$ cat src/rtl/mem_port_arbiter_pkg.sv
// Shared types and helpers for the instruction/data memory port arbiter.
package mem_port_arbiter_pkg;

    // Arbiter FSM state codes.
    typedef enum logic [1:0] {
        ARB_IDLE = 2'd0,
        ARB_WAIT = 2'd1,
        ARB_RESP = 2'd2
    } arb_state_e;

    // Which requester owns the in-flight memory access.
    typedef enum logic {
        OWN_IF = 1'b0,
        OWN_D  = 1'b1
    } arb_owner_e;

    // Bit positions inside the one-hot grant vector.
    localparam int PICK_IF = 0;
    localparam int PICK_D  = 1;

    // Saturating increment of the 4-bit starvation counter.
    function automatic logic [3:0] sat_inc4(input logic [3:0] cnt, input logic [3:0] lim);
        logic [3:0] res;
        if (cnt >= lim) begin
            res = lim;
        end else begin
            res = cnt + 4'd1;
        end
        return res;
    endfunction

endpackage

$ cat src/rtl/mem_arb_pick.sv
// Winner selection between fetch and data requests.
// Data wins by default; fetch wins when the starvation limit has been hit.
module mem_arb_pick
    import mem_port_arbiter_pkg::*;
(
    input  logic       if_req,
    input  logic       d_req,
    input  logic       starve_hit,
    output logic [1:0] gnt_oh
);

    // One-hot grant: bit PICK_IF for fetch, bit PICK_D for data.
    always_comb begin
        gnt_oh = 2'b00;
        if (d_req && !(if_req && starve_hit)) begin
            gnt_oh[PICK_D] = 1'b1;
        end else if (if_req) begin
            gnt_oh[PICK_IF] = 1'b1;
        end else begin
            gnt_oh = 2'b00;
        end
    end

endmodule

$ cat src/rtl/mem_port_arbiter.sv
// Shares one single-ported memory between the fetch port and the load/store port.
// One transaction at a time: grant in IDLE, wait MEM_LAT cycles, return rvalid.
module mem_port_arbiter
    import mem_port_arbiter_pkg::*;
#(
    parameter int ADDR_W     = 32,
    parameter int DATA_W     = 32,
    parameter int MEM_LAT    = 1,
    parameter int STARVE_MAX = 4
)
(
    input  logic              clk,
    input  logic              rst,
    input  logic              if_req,
    input  logic [ADDR_W-1:0] if_addr,
    output logic              if_gnt,
    output logic              if_rvalid,
    output logic [DATA_W-1:0] if_rdata,
    input  logic              d_req,
    input  logic              d_wr,
    input  logic [ADDR_W-1:0] d_addr,
    input  logic [DATA_W-1:0] d_wdata,
    output logic              d_gnt,
    output logic              d_rvalid,
    output logic [DATA_W-1:0] d_rdata,
    output logic              mem_en,
    output logic              mem_wr,
    output logic [ADDR_W-1:0] mem_addr,
    output logic [DATA_W-1:0] mem_wdata,
    input  logic [DATA_W-1:0] mem_rdata
);

    localparam logic [2:0] LAT_INIT     = 3'(MEM_LAT - 1);
    localparam logic [3:0] STARVE_LIM   = 4'(STARVE_MAX);
    localparam logic       SINGLE_CYCLE = (MEM_LAT == 32'sd1) ? 1'b1 : 1'b0;

    arb_state_e  state_q, state_d;
    arb_owner_e  owner_q, owner_d;
    logic        op_wr_q, op_wr_d;
    logic [2:0]  lat_cnt_q, lat_cnt_d;
    logic [3:0]  starve_cnt_q, starve_cnt_d;

    logic        idle_s;
    logic        starve_hit_s;
    logic [1:0]  pick_s;

    logic              if_gnt_s, if_rvalid_s, d_gnt_s, d_rvalid_s;
    logic [DATA_W-1:0] if_rdata_s, d_rdata_s, mem_wdata_s;
    logic              mem_en_s, mem_wr_s;
    logic [ADDR_W-1:0] mem_addr_s;

    assign idle_s       = (state_q == ARB_IDLE);
    assign starve_hit_s = (starve_cnt_q == STARVE_LIM);

    // Requests only compete while the port is idle.
    mem_arb_pick u_pick (
        .if_req     (if_req & idle_s),
        .d_req      (d_req & idle_s),
        .starve_hit (starve_hit_s),
        .gnt_oh     (pick_s)
    );

    // State, ownership, latency and starvation registers.
    always_ff @(posedge clk or negedge rst) begin
        if (!rst) begin
            state_q      <= ARB_IDLE;
            owner_q      <= OWN_IF;
            op_wr_q      <= 1'b0;
            lat_cnt_q    <= 3'd0;
            starve_cnt_q <= 4'd0;
        end else begin
            state_q      <= state_d;
            owner_q      <= owner_d;
            op_wr_q      <= op_wr_d;
            lat_cnt_q    <= lat_cnt_d;
            starve_cnt_q <= starve_cnt_d;
        end
    end

    // Next-state logic plus grant, memory command and response muxing.
    always_comb begin
        state_d      = state_q;
        owner_d      = owner_q;
        op_wr_d      = op_wr_q;
        lat_cnt_d    = lat_cnt_q;
        starve_cnt_d = starve_cnt_q;
        if_gnt_s     = 1'b0;
        d_gnt_s      = 1'b0;
        if_rvalid_s  = 1'b0;
        d_rvalid_s   = 1'b0;
        if_rdata_s   = '0;
        d_rdata_s    = '0;
        mem_en_s     = 1'b0;
        mem_wr_s     = 1'b0;
        mem_addr_s   = '0;
        mem_wdata_s  = '0;
        case (state_q)
            ARB_IDLE: begin
                if (pick_s[PICK_D]) begin
                    d_gnt_s     = 1'b1;
                    mem_en_s    = 1'b1;
                    mem_wr_s    = d_wr;
                    mem_addr_s  = d_addr;
                    mem_wdata_s = d_wdata;
                    owner_d     = OWN_D;
                    op_wr_d     = d_wr;
                    // Only a data grant that overtakes a waiting fetch counts.
                    if (if_req) begin
                        starve_cnt_d = sat_inc4(starve_cnt_q, STARVE_LIM);
                    end else begin
                        starve_cnt_d = starve_cnt_q;
                    end
                end else if (pick_s[PICK_IF]) begin
                    if_gnt_s     = 1'b1;
                    mem_en_s     = 1'b1;
                    mem_addr_s   = if_addr;
                    owner_d      = OWN_IF;
                    op_wr_d      = 1'b0;
                    starve_cnt_d = 4'd0;
                end else begin
                    owner_d = owner_q;
                end
                if (pick_s != 2'b00) begin
                    if (SINGLE_CYCLE) begin
                        state_d = ARB_RESP;
                    end else begin
                        state_d   = ARB_WAIT;
                        lat_cnt_d = LAT_INIT;
                    end
                end else begin
                    state_d = ARB_IDLE;
                end
            end
            ARB_WAIT: begin
                lat_cnt_d = lat_cnt_q - 3'd1;
                if (lat_cnt_q <= 3'd1) begin
                    state_d = ARB_RESP;
                end else begin
                    state_d = ARB_WAIT;
                end
            end
            ARB_RESP: begin
                if (owner_q == OWN_D) begin
                    d_rvalid_s = 1'b1;
                    d_rdata_s  = op_wr_q ? '0 : mem_rdata;
                end else begin
                    if_rvalid_s = 1'b1;
                    if_rdata_s  = mem_rdata;
                end
                state_d = ARB_IDLE;
            end
            default: begin
                state_d = ARB_IDLE;
            end
        endcase
    end

    // Outputs are held quiet while reset is asserted, whatever the requests do.
    always_comb begin
        if (rst) begin
            if_gnt    = if_gnt_s;
            if_rvalid = if_rvalid_s;
            if_rdata  = if_rdata_s;
            d_gnt     = d_gnt_s;
            d_rvalid  = d_rvalid_s;
            d_rdata   = d_rdata_s;
            mem_en    = mem_en_s;
            mem_wr    = mem_wr_s;
            mem_addr  = mem_addr_s;
            mem_wdata = mem_wdata_s;
        end else begin
            if_gnt    = 1'b0;
            if_rvalid = 1'b0;
            if_rdata  = '0;
            d_gnt     = 1'b0;
            d_rvalid  = 1'b0;
            d_rdata   = '0;
            mem_en    = 1'b0;
            mem_wr    = 1'b0;
            mem_addr  = '0;
            mem_wdata = '0;
        end
    end

endmodule

$ cat config.mk
export PLATFORM = sky130hd
export DESIGN_NAME = mem_port_arbiter
export DESIGN_NICKNAME = d
export VERILOG_FILES = /design/src/rtl/mem_port_arbiter_pkg.sv /design/src/rtl/mem_arb_pick.sv /design/src/rtl/mem_port_arbiter.sv
export SDC_FILE = /design/constraint.sdc
export NUM_CORES = 1
export LEC_CHECK = 0
export CAP_MARGIN = 30
export CORE_AREA = 2 2 103 105
export CTS_CLUSTER_DIAMETER = 150
export DETAILED_ROUTE_END_ITERATION = 10
export DIE_AREA = 0 0 105 107
export PLACE_DENSITY = 0.69
export SYNTH_ARGS = -nofsm -noshare
export SYNTH_HDL_FRONTEND = slang
export SYNTH_HIERARCHICAL = 1
export SYNTH_SLANG_ARGS = --single-unit
$ cat constraint.sdc
create_clock -name clk -period 7 [get_ports clk]
set_clock_uncertainty 0.15 [all_clocks]
set_input_delay 2.1 -clock clk [delete_from_list [all_inputs] [get_ports clk]]
set_output_delay 2.1 -clock clk [all_outputs]
set_load 0.05 [all_outputs]
==> impl_metrics.toml, run 1 <==
[clock_tree]
cts-htree-levels = 1
cts_buffers = 3
cts_tree = "built"
path_clk_slew_ns = 0.05
clockBufferDepth = 2
post_cts_buffers = 0
cts.sinks = 11
cts.repair.resized = 0
clock_latency_ns = 0.24
root_buffer = "clkbuf_8"
postCtsHoldBufs = 0

[global_routing]
grt-ovfl-total = 0
grt_pass1_wl_um = 15460
grt_use_met3_pct = 5.350
top_usage_layer = "met2"
grt_antenna_before_repair = 1
grt_max_degree = 66
grt_pass1_vias = 2435
gr-usage-met1_pct = 18.96
gr-usage-met2_pct = 33.21
track_usage_pct = 17.73

[worst_setup_path]
cp.arrival_ns = 4.28
cp_cell_sequence = "clkdlybuf4s50_1 -> and2_1 -> a21boi_1 -> buf_4 -> and3_2 -> buf_12 -> a22o_1 -> buf_12"
path_max_fanout = 65
start_kind = "input port"
worst-path-buf-inv = 4
cp_slowest_cell = "clkdlybuf4s50_1"
cpPeakStageDelay_ns = 0.44
r2r_slack_ns = 4.56
cp.required_ns = 4.75
r2r-end = "starve_cnt_q[1]"
endpoint_kind = "output pin"
critPathMostFrequentCell = "buf_12"
path_delay_family = "buffers and inverters"
path_class = "in -> out"
reg2reg_depth = 7
r2r_start = "state_q[0]"

[yosys]
synth_top_area_cell = "and2_1"
netlist.area_leader.share_pct = 36.95
yosysUniqueCellTypes = 33
synth_fp_nets = 348
synth_edf_count = 0
synthCells = 211
ys_ff_latch = 11
ys_warn_count = 6
ys_seq_area_share_pct = 16.59
syn_area_mm2 = 0.001659
ys.flop_type = "dfrtp_1"
async_flop_share_pct = 100.0
synthTopCellsByArea = "and2_1 (37%), a22o_1 (17%), dfrtp_1 (17%)"
synth_area_per_cell_um2 = 7.863

[timing]
tns_ns = 0
clock.fmax_mhz = 153.1
rsz0062_at_grt = "false"
slew_headroom_pct = 63.62
timing.final.crit_period_ns = 6.533
hold_viol = 0
worst_slew_pin_slew_ns = 0.5439
setup_violations = 0
slew_viol_final = 0
finalCritPeriodShare_pct = 93.34

[pwr]
clockPowerShare_pct = 5.4
powerDensity_mw_per_mm2 = 207.0
ir_worst_vdd_mv = 0.1708
power.total_mw = 1.195
power.leakage_nw = 2.364
combPwrFrac_pct = 86.8
seqPwrFrac_pct = 7.8
internal-power_mw = 0.6085
p_sw_mw = 0.5867
switching_share_pct = 49.09

[layout]
layout_common_cells = "clkdlybuf4s50_1 (134), buf_12 (132), and2_1 (98)"
seqCellArea_um2 = 275.3
drive_gt1_share_pct = 31.20
fillers = 862
area_growth_pct = 248.0
nets = 606
multiInputGateArea_mm2 = 0.001240
final_common_cell = "clkdlybuf4s50_1"

[hold_path]
min_to = "op_wr_q"
worstHoldPathCells = 1
hold_path.startpoint = "op_wr_q"
hp-class = "reg -> reg"

[place]
gp_congestion = 0.8451
dp_hpwl_um = 9312
port_buffers = 266

[floorplanning]
core-area_mm2 = 0.01009
die_h_um = 107
die_area_mm2 = 0.01124
num_io_pins = 267
start_util_pct = 16.44
die_w_um = 105
rows = 37

[drt]
drt-wirelength-per-cell_um = 17.87
first_iter_violations = 95
vias_per_cell = 4.149
vias = 2510
finalWirelength_um = 10810
ant_nets = 0
first_pass_iters = 4
route.detailed.drc = 0

[run]
cap_violations = 0

[run_status]
status = "complete, no violations"
==> worst max path at each step <==
stage	from	end	slack, ns	cells past startpoint
finish	if_req	mem_addr[29]	0.47	8
global route	if_req	mem_addr[5]	0.35	7
CTS	if_req	mem_addr[31]	0.47	8
detailed placement	if_req	mem_addr[29]	0.49	8
global placement	if_req	mem_addr[31]	0.55	8
floorplan	d_req	mem_wdata[22]	1.00	5
==> cells by family after synthesis <==
| family | count (synthesis) | synth area share, % |
|---|---|---|
| xor+xnor | 2 | 1.056 |
| simple gates | 126 | 47.66 |
| fa+ha+maj | 4 | 3.017 |
| compound gates | 43 | 21.72 |
| buf+inv | 23 | 8.748 |
| mux | 2 | 1.207 |
| flops | 11 | 16.59 |
==> stage by stage <==
| stage | cell area (um2) | hold slack [ns] | utilization (%) | cells | worst slack (ns) |
|---|---|---|---|---|---|
| floorplan | 1659 | 0.2899 | - | 211 | 1.004 |
| global placement | 5725 | 0.3060 | 56.73 | 600 | 0.5518 |
| detailed placement | 5725 | 0.3251 | 56.73 | 600 | 0.4892 |
| CTS | 5772 | 0.3371 | 57.19 | 604 | 0.4713 |
| global route | 5774 | 0.3552 | 57.22 | 605 | 0.3473 |
| finish | 5774 | 0.3332 | 57.22 | 605 | 0.4665 |
==> flip-flops by register name, indices dropped and copies added, names as in the netlist <==
register,count
starve_cnt_q,4
lat_cnt_q,3
state_q,2
op_wr_q,1
owner_q,1
==> Yosys cell counts, types with 2 or more instances <==
master	count
nand2b_1	2
o21ai_0	2
a22o_1	33
buf_2	8
buf_8	3
clkbuf_1	5
inv_1	5
nor2_1	6
nand2_1	6
dfrtp_1	11
nand3_1	2
and2_1	98
ha_1	4
mux2i_1	2
buf_6	2
nor2b_1	2
a21boi_1	3
xnor2_1	2
==> power by group through the flow <==
stage          sequential, mW  combinational (mW)  clock, mW
4_1_cts                0.0932                1.05     0.0657
2_1_floorplan          0.0898               0.512          0
5_1_grt                0.0958                1.07     0.0678
3_3_place_gp           0.0929                1.03          0
3_5_place_dp           0.0945                1.04          0
6_report               0.0933                1.04     0.0644
==> worst register-to-register path: cells and delay by family (launching register included) <==
kind	cells	cell delay, ns
AND/OR/NAND/NOR	3	0.64
AO/OA/AOI/OAI	2	0.63
flip-flops	1	0.50
buffers and inverters	1	0.24
multiplexers	1	0.16
==> cell type report <==
class / count / area share, %
diodes: 1 / 0.04334
clock buffers: 3 / 0.7151
clock inverters: 1 / 0.08667
inverters: 5 / 0.3250
multi-input cells: 177 / 21.47
flip-flops and latches: 11 / 4.767
well taps: 136 / 2.947
repair buffers: 271 / 69.64
==> per-layer routing <==
| metal | share of wire [%] | vias up |
|---|---|---|
| li1 | - | 1228 |
| met1 | 35 | 1146 |
| met2 | 54 | 117 |
| met3 | 7.8 | 19 |
| met4 | 2.9 | 0 |
| met5 | 0 | - |
(Power assumes the default switching activity.)
==> inputs of run 2 (changes only) <==
Settings changed: CORE_AREA 2 2 103 105 to 2 2 104 106, DIE_AREA 0 0 105 107 to 0 0 106 108, PLACE_DENSITY 0.69 to 0.71, SYNTH_HIERARCHICAL 1 to not set.
==> run 2 against run 1 <==
Compared with the run above:
- maximum frequency rose by 5.3%
- setup slack improved by 0.33 ns
- critical path type unchanged
- synthesized area rose by 19%
- final cell count rose by 9.8%
- register-to-register slack improved by 0.73 ns
- sequential share of layout area fell by 0.22 points
- cell area rose by 4.8%
- die area rose by 1.9%
- wire length rose by 0.94%
- utilization rose by 2.0 points
- highest routed layer unchanged
- synthesized cell count rose by 32%
==> impl_metrics.toml, run 2 <==
[global_routing]
grt_max_degree = 39
track_usage_pct = 17.82
grt_pass1_wl_um = 15980
grt-ovfl-total = 0
grt_antenna_before_repair = 0
grt_pass1_vias = 2773

[place]
port_buffers = 266
dp_hpwl_um = 9288
placed_area_mm2 = 0.006008
gp_congestion = 0.8628
place_inst = 660

[pwr]
ir_worst_vdd_mv = 0.06990
power.total_mw = 0.6194
power.leakage_nw = 2.549
powerDensity_mw_per_mm2 = 102.3

[clock_tree]
clockBufferDepth = 2
cts.sinks = 11
clock_latency_ns = 0.24
cts_tree = "built"
cts_buffers = 3
postCtsHoldBufs = 0
cts.repair.resized = 0
path_clk_slew_ns = 0.05
post_cts_buffers = 0
root_buffer = "clkbuf_8"
cts-htree-levels = 1

[yosys]
synthTopCellsByCount = "nand2_1 (69), and2_1 (66), and3_1 (34), mux2i_1 (32), buf_4 (12)"
async_flop_share_pct = 100.0
ys_warn_count = 0
syn_area_mm2 = 0.001981
synth_top_area_cell = "and2_1"
ys_seq_area_share_pct = 13.90
synthCells = 279
synthTopCellsByArea = "and2_1 (21%), mux2i_1 (16%), dfrtp_1 (14%)"
ys_ff_latch = 11
ys.flop_type = "dfrtp_1"
synth_fp_nets = 416
synth_edf_count = 0
synth_area_per_cell_um2 = 7.099
yosysMostFrequentCell = "nand2_1"
netlist.area_leader.share_pct = 20.85
yosysUniqueCellTypes = 35

[floorplanning]
core-area_mm2 = 0.01023
die_h_um = 108
die_w_um = 106
num_io_pins = 267
start_util_pct = 19.36
die_area_mm2 = 0.01145
rows = 37

[drt]
drt-wirelength-per-cell_um = 16.43
first_pass_iters = 4
finalWirelength_um = 10910
first_iter_violations = 99
route.detailed.drc = 0
vias_per_cell = 4.289
ant_nets = 0
vias = 2848

[timing]
hold_viol = 0
setup_violations = 0
timing.final.crit_period_ns = 6.208
slew_headroom_pct = 73.60
slew_viol_final = 0
worst_slew_pin_slew_ns = 0.3948
clock.fmax_mhz = 161.1
finalCritPeriodShare_pct = 88.68
rsz0062_at_grt = "false"
tns_ns = 0

[worst_setup_path]
cp.required_ns = 4.75
path_class = "in -> out"
start_kind = "input port"
endpoint_kind = "output pin"
path_max_fanout = 32
cp.arrival_ns = 3.96

[layout]
area_growth_pct = 205.6
layout_common_cells = "buf_12 (134), clkdlybuf4s50_1 (132), nand2_1 (69)"
final_common_cell = "buf_12"
top_regs = "starve_cnt_q: 4 flops, lat_cnt_q: 3 flops, state_q: 2 flops"
finish.instance_area_mm2 = 0.006053
largest_reg_flops = 4
drive_gt1_share_pct = 28.41
nets = 666
finalNonFillerCells = 664
diodes = 0
regMostFlops = "starve_cnt_q"

[run]
cap_violations = 0

[run_status]
status = "complete, no violations"

[hold_path]
hp-class = "reg -> reg"
## run 2: changes by cell type in the layout (fill, tap and decap cells not counted), sizes merged, moves of 4 or more
| cell | before | now |
|---|---|---|
| nand2 | 6 | 69 |
| and3 | 1 | 34 |
| a22o | 33 | 1 |
| and2 | 98 | 66 |
| mux2i | 2 | 32 |
| buf | 137 | 141 |
## run 2: area by class of cell
cell class,count,area [um2]
multi-input cells,236,1491
inverters,4,15.01
flip-flops and latches,11,275.3
repair buffers,273,4056
clock buffers,4,45.04
well taps,136,170.2
fillers,866,4178
## run 2: layer usage
metal | GRT usage, % | wire length [um]
met1 | 19.48 | 3858
met2 | 35.25 | 6156
met5 | 0 | 0
met4 | 2.820 | 129
met3 | 4.280 | 768
## run 2: kinds of logic after synthesis
logic type | share of synthesized area [%]
fa+ha+maj | 2.527
compound gates | 3.096
buf+inv | 10.87
xor+xnor | 0.8846
mux | 16.17
flops | 13.90
simple gates | 52.56
## run 2: worst paths after layout
kind,end,slack (ns),startpoint,cells past startpoint
min in group asynchronous,lat_cnt_q[2],2.00,rst,1
min reg2reg,lat_cnt_q[2],0.32,lat_cnt_q[2],1
min,lat_cnt_q[2],0.32,lat_cnt_q[2],1
max in group asynchronous,op_wr_q,4.08,rst,2
max reg2reg,op_wr_q,5.29,starve_cnt_q[0],6
max,mem_addr[9],0.79,rst,6
## run 2: metrics by stage
stage / hold slack [ns] / utilization [%] / setup WS [ns]
after floorplan: 0.2899 / - / 1.219
after global placement: 0.3092 / 58.73 / 0.8391
after detailed placement: 0.3112 / 58.73 / 0.7857
after CTS: 0.3223 / 59.17 / 0.7777
after global routing: 0.3450 / 59.17 / 0.6200
final: 0.3152 / 59.17 / 0.7925
## run 2: power by group
group | total, mW | leakage (nW) | internal (mW) | switching [mW]
Combinational | 0.480 | 2.38 | 0.241 | 0.239
Clock | 0.0655 | 0.0228 | 0.0401 | 0.0254
Sequential | 0.0737 | 0.147 | 0.0686 | 0.00513
Total | 0.619 | 2.55 | 0.350 | 0.269
## run 2: critical path, stage by stage
cell and delay, ns:
clkdlybuf4s50_1 0.71, nor3b_4 0.25, buf_4 0.32, nand2_1 0.11, mux2i_1 0.27, buf_12 0.18
==> inputs of run 3 (changes only) <==
Clock period 7 ns to 6.73 ns, I/O delays scaled along.
==> run 3 against run 2 <==
Compared with the run above:
- setup slack lost 0.16 ns
- power increased by 4.3%
- largest cell class unchanged
- first-iteration DRC count grew 28%
- final cell count stayed put
- combinational power up 4.6%
- sequential power is 4.6% higher
- cell area is 0.21% higher
- utilization increased by 0.12 points
- critical path depth did not move
==> impl_metrics.toml, run 3 (same netlist as run 2, synthesis figures left out) <==
[layout]
area_growth_pct = 206.3
regMostFlops = "starve_cnt_q"
largest_reg_flops = 4
nets = 666
top_regs = "starve_cnt_q: 4 flops, lat_cnt_q: 3 flops, state_q: 2 flops"
diodes = 0
fillers = 842
multiInputGateArea_mm2 = 0.001491
layout_common_cells = "buf_12 (135), clkdlybuf4s50_1 (132), nand2_1 (69)"
drive_gt1_share_pct = 28.41
final_common_cell = "buf_12"
seqCellArea_um2 = 275.3

[timing]
finalCritPeriodShare_pct = 90.67
worst_slew_pin_slew_ns = 0.4112
rsz0062_at_grt = "false"
setup_violations = 0
clock.fmax_mhz = 163.9
slew_viol_final = 0
hold_viol = 0
tns_ns = 0
whs_ns = 0.3356
slew_headroom_pct = 72.50
timing.final.crit_period_ns = 6.102

[place]
port_buffers = 266
dp_hpwl_um = 9268
gp_congestion = 0.8578

[floorplanning]
die_w_um = 106
num_io_pins = 267
die_area_mm2 = 0.01145
core-area_mm2 = 0.01023
die_h_um = 108
start_util_pct = 19.36
rows = 37

[clock_tree]
root_buffer = "clkbuf_8"
postCtsHoldBufs = 0
cts.repair.resized = 0
path_clk_slew_ns = 0.05
clock_latency_ns = 0.24
cts_tree = "built"
cts.sinks = 11
post_cts_buffers = 0
cts-htree-levels = 1
cts_buffers = 3
clockBufferDepth = 2

[worst_setup_path]
r2r_slack_ns = 5.01
path_class = "in -> out"
path_max_fanout = 32
cp.required_ns = 4.56
start_kind = "input port"
cp.arrival_ns = 3.93
endpoint_kind = "output pin"

[drt]
vias = 2843
finalWirelength_um = 10980
route.detailed.drc = 0
drt-wirelength-per-cell_um = 16.53
vias_per_cell = 4.282
first_iter_violations = 127
ant_nets = 0
first_pass_iters = 4

[hold_path]
hp-class = "reg -> reg"

[run]
cap_violations = 0

[pwr]
power.leakage_nw = 2.553
powerDensity_mw_per_mm2 = 106.5
ir_worst_vdd_mv = 0.09011

[global_routing]
grt_antenna_before_repair = 1
grt-ovfl-total = 0
grt_pass1_vias = 2785
grt_pass1_wl_um = 16110
track_usage_pct = 17.59
grt_max_degree = 37

[run_status]
status = "complete, no violations"
[run 3: cell counts in the layout (fill, tap and decap cells not counted)]
Identical to the previous run, type by type.
[run 3: routing by layer]
metal / track usage [%] / share of wire [%] / vias to the layer above / wire length, um
li1: - / - / 1405 / -
met1: 20.07 / 37 / 1310 / 4050
met2: 34.19 / 55 / 118 / 6051
met3: 3.978 / 6.8 / 8 / 747
met4: 2.256 / 1.0 / 2 / 110
met5: 0 / 0.15 / - / 16
[run 3: layout make-up]
cell class / count / area share (%)
clock buffer: 4 / 0.7426
inverter: 4 / 0.2475
multi-input combinational: 236 / 24.59
sequential: 11 / 4.538
tap: 136 / 2.805
timing repair buffer: 273 / 67.08
[run 3: final timing paths]
path                            startpoint           end  cells past startpoint
setup / recovery                       rst   mem_addr[9]                      6
hold / removal                lat_cnt_q[2]  lat_cnt_q[2]                      1
setup reg to reg           starve_cnt_q[0]       op_wr_q                      6
hold reg to reg               lat_cnt_q[2]  lat_cnt_q[2]                      1
max in group asynchronous              rst       op_wr_q                      2
min in group asynchronous              rst  lat_cnt_q[0]                      1
[run 3: metrics by stage]
| stage | instance area, um2 | total power, mW | util, % | std cells | worst slack, ns |
|---|---|---|---|---|---|
| global placement | 6021 | 0.5750 | 58.85 | 660 | 0.7301 |
| finish | 6066 | 0.6460 | 59.29 | 664 | 0.6280 |
| CTS | 6066 | 0.6509 | 59.29 | 664 | 0.6290 |
| global route | 6066 | 0.6710 | 59.29 | 664 | 0.5107 |
| detailed placement | 6021 | 0.5819 | 58.85 | 660 | 0.6366 |
| floorplan | 1981 | 0.3089 | - | 279 | 1.111 |
[run 3: power breakdown]
group | switching [mW] | internal [mW] | total [mW]
Combinational | 0.250 | 0.252 | 0.502
Sequential | 0.00573 | 0.0713 | 0.0771
Clock | 0.0257 | 0.0417 | 0.0674
[run 3: critical path, cell delays in order]
cell	delay, ns
clkdlybuf4s50_1	0.72
nor3b_4	0.25
buf_4	0.34
nand2_1	0.10
mux2i_1	0.31
buf_12	0.19
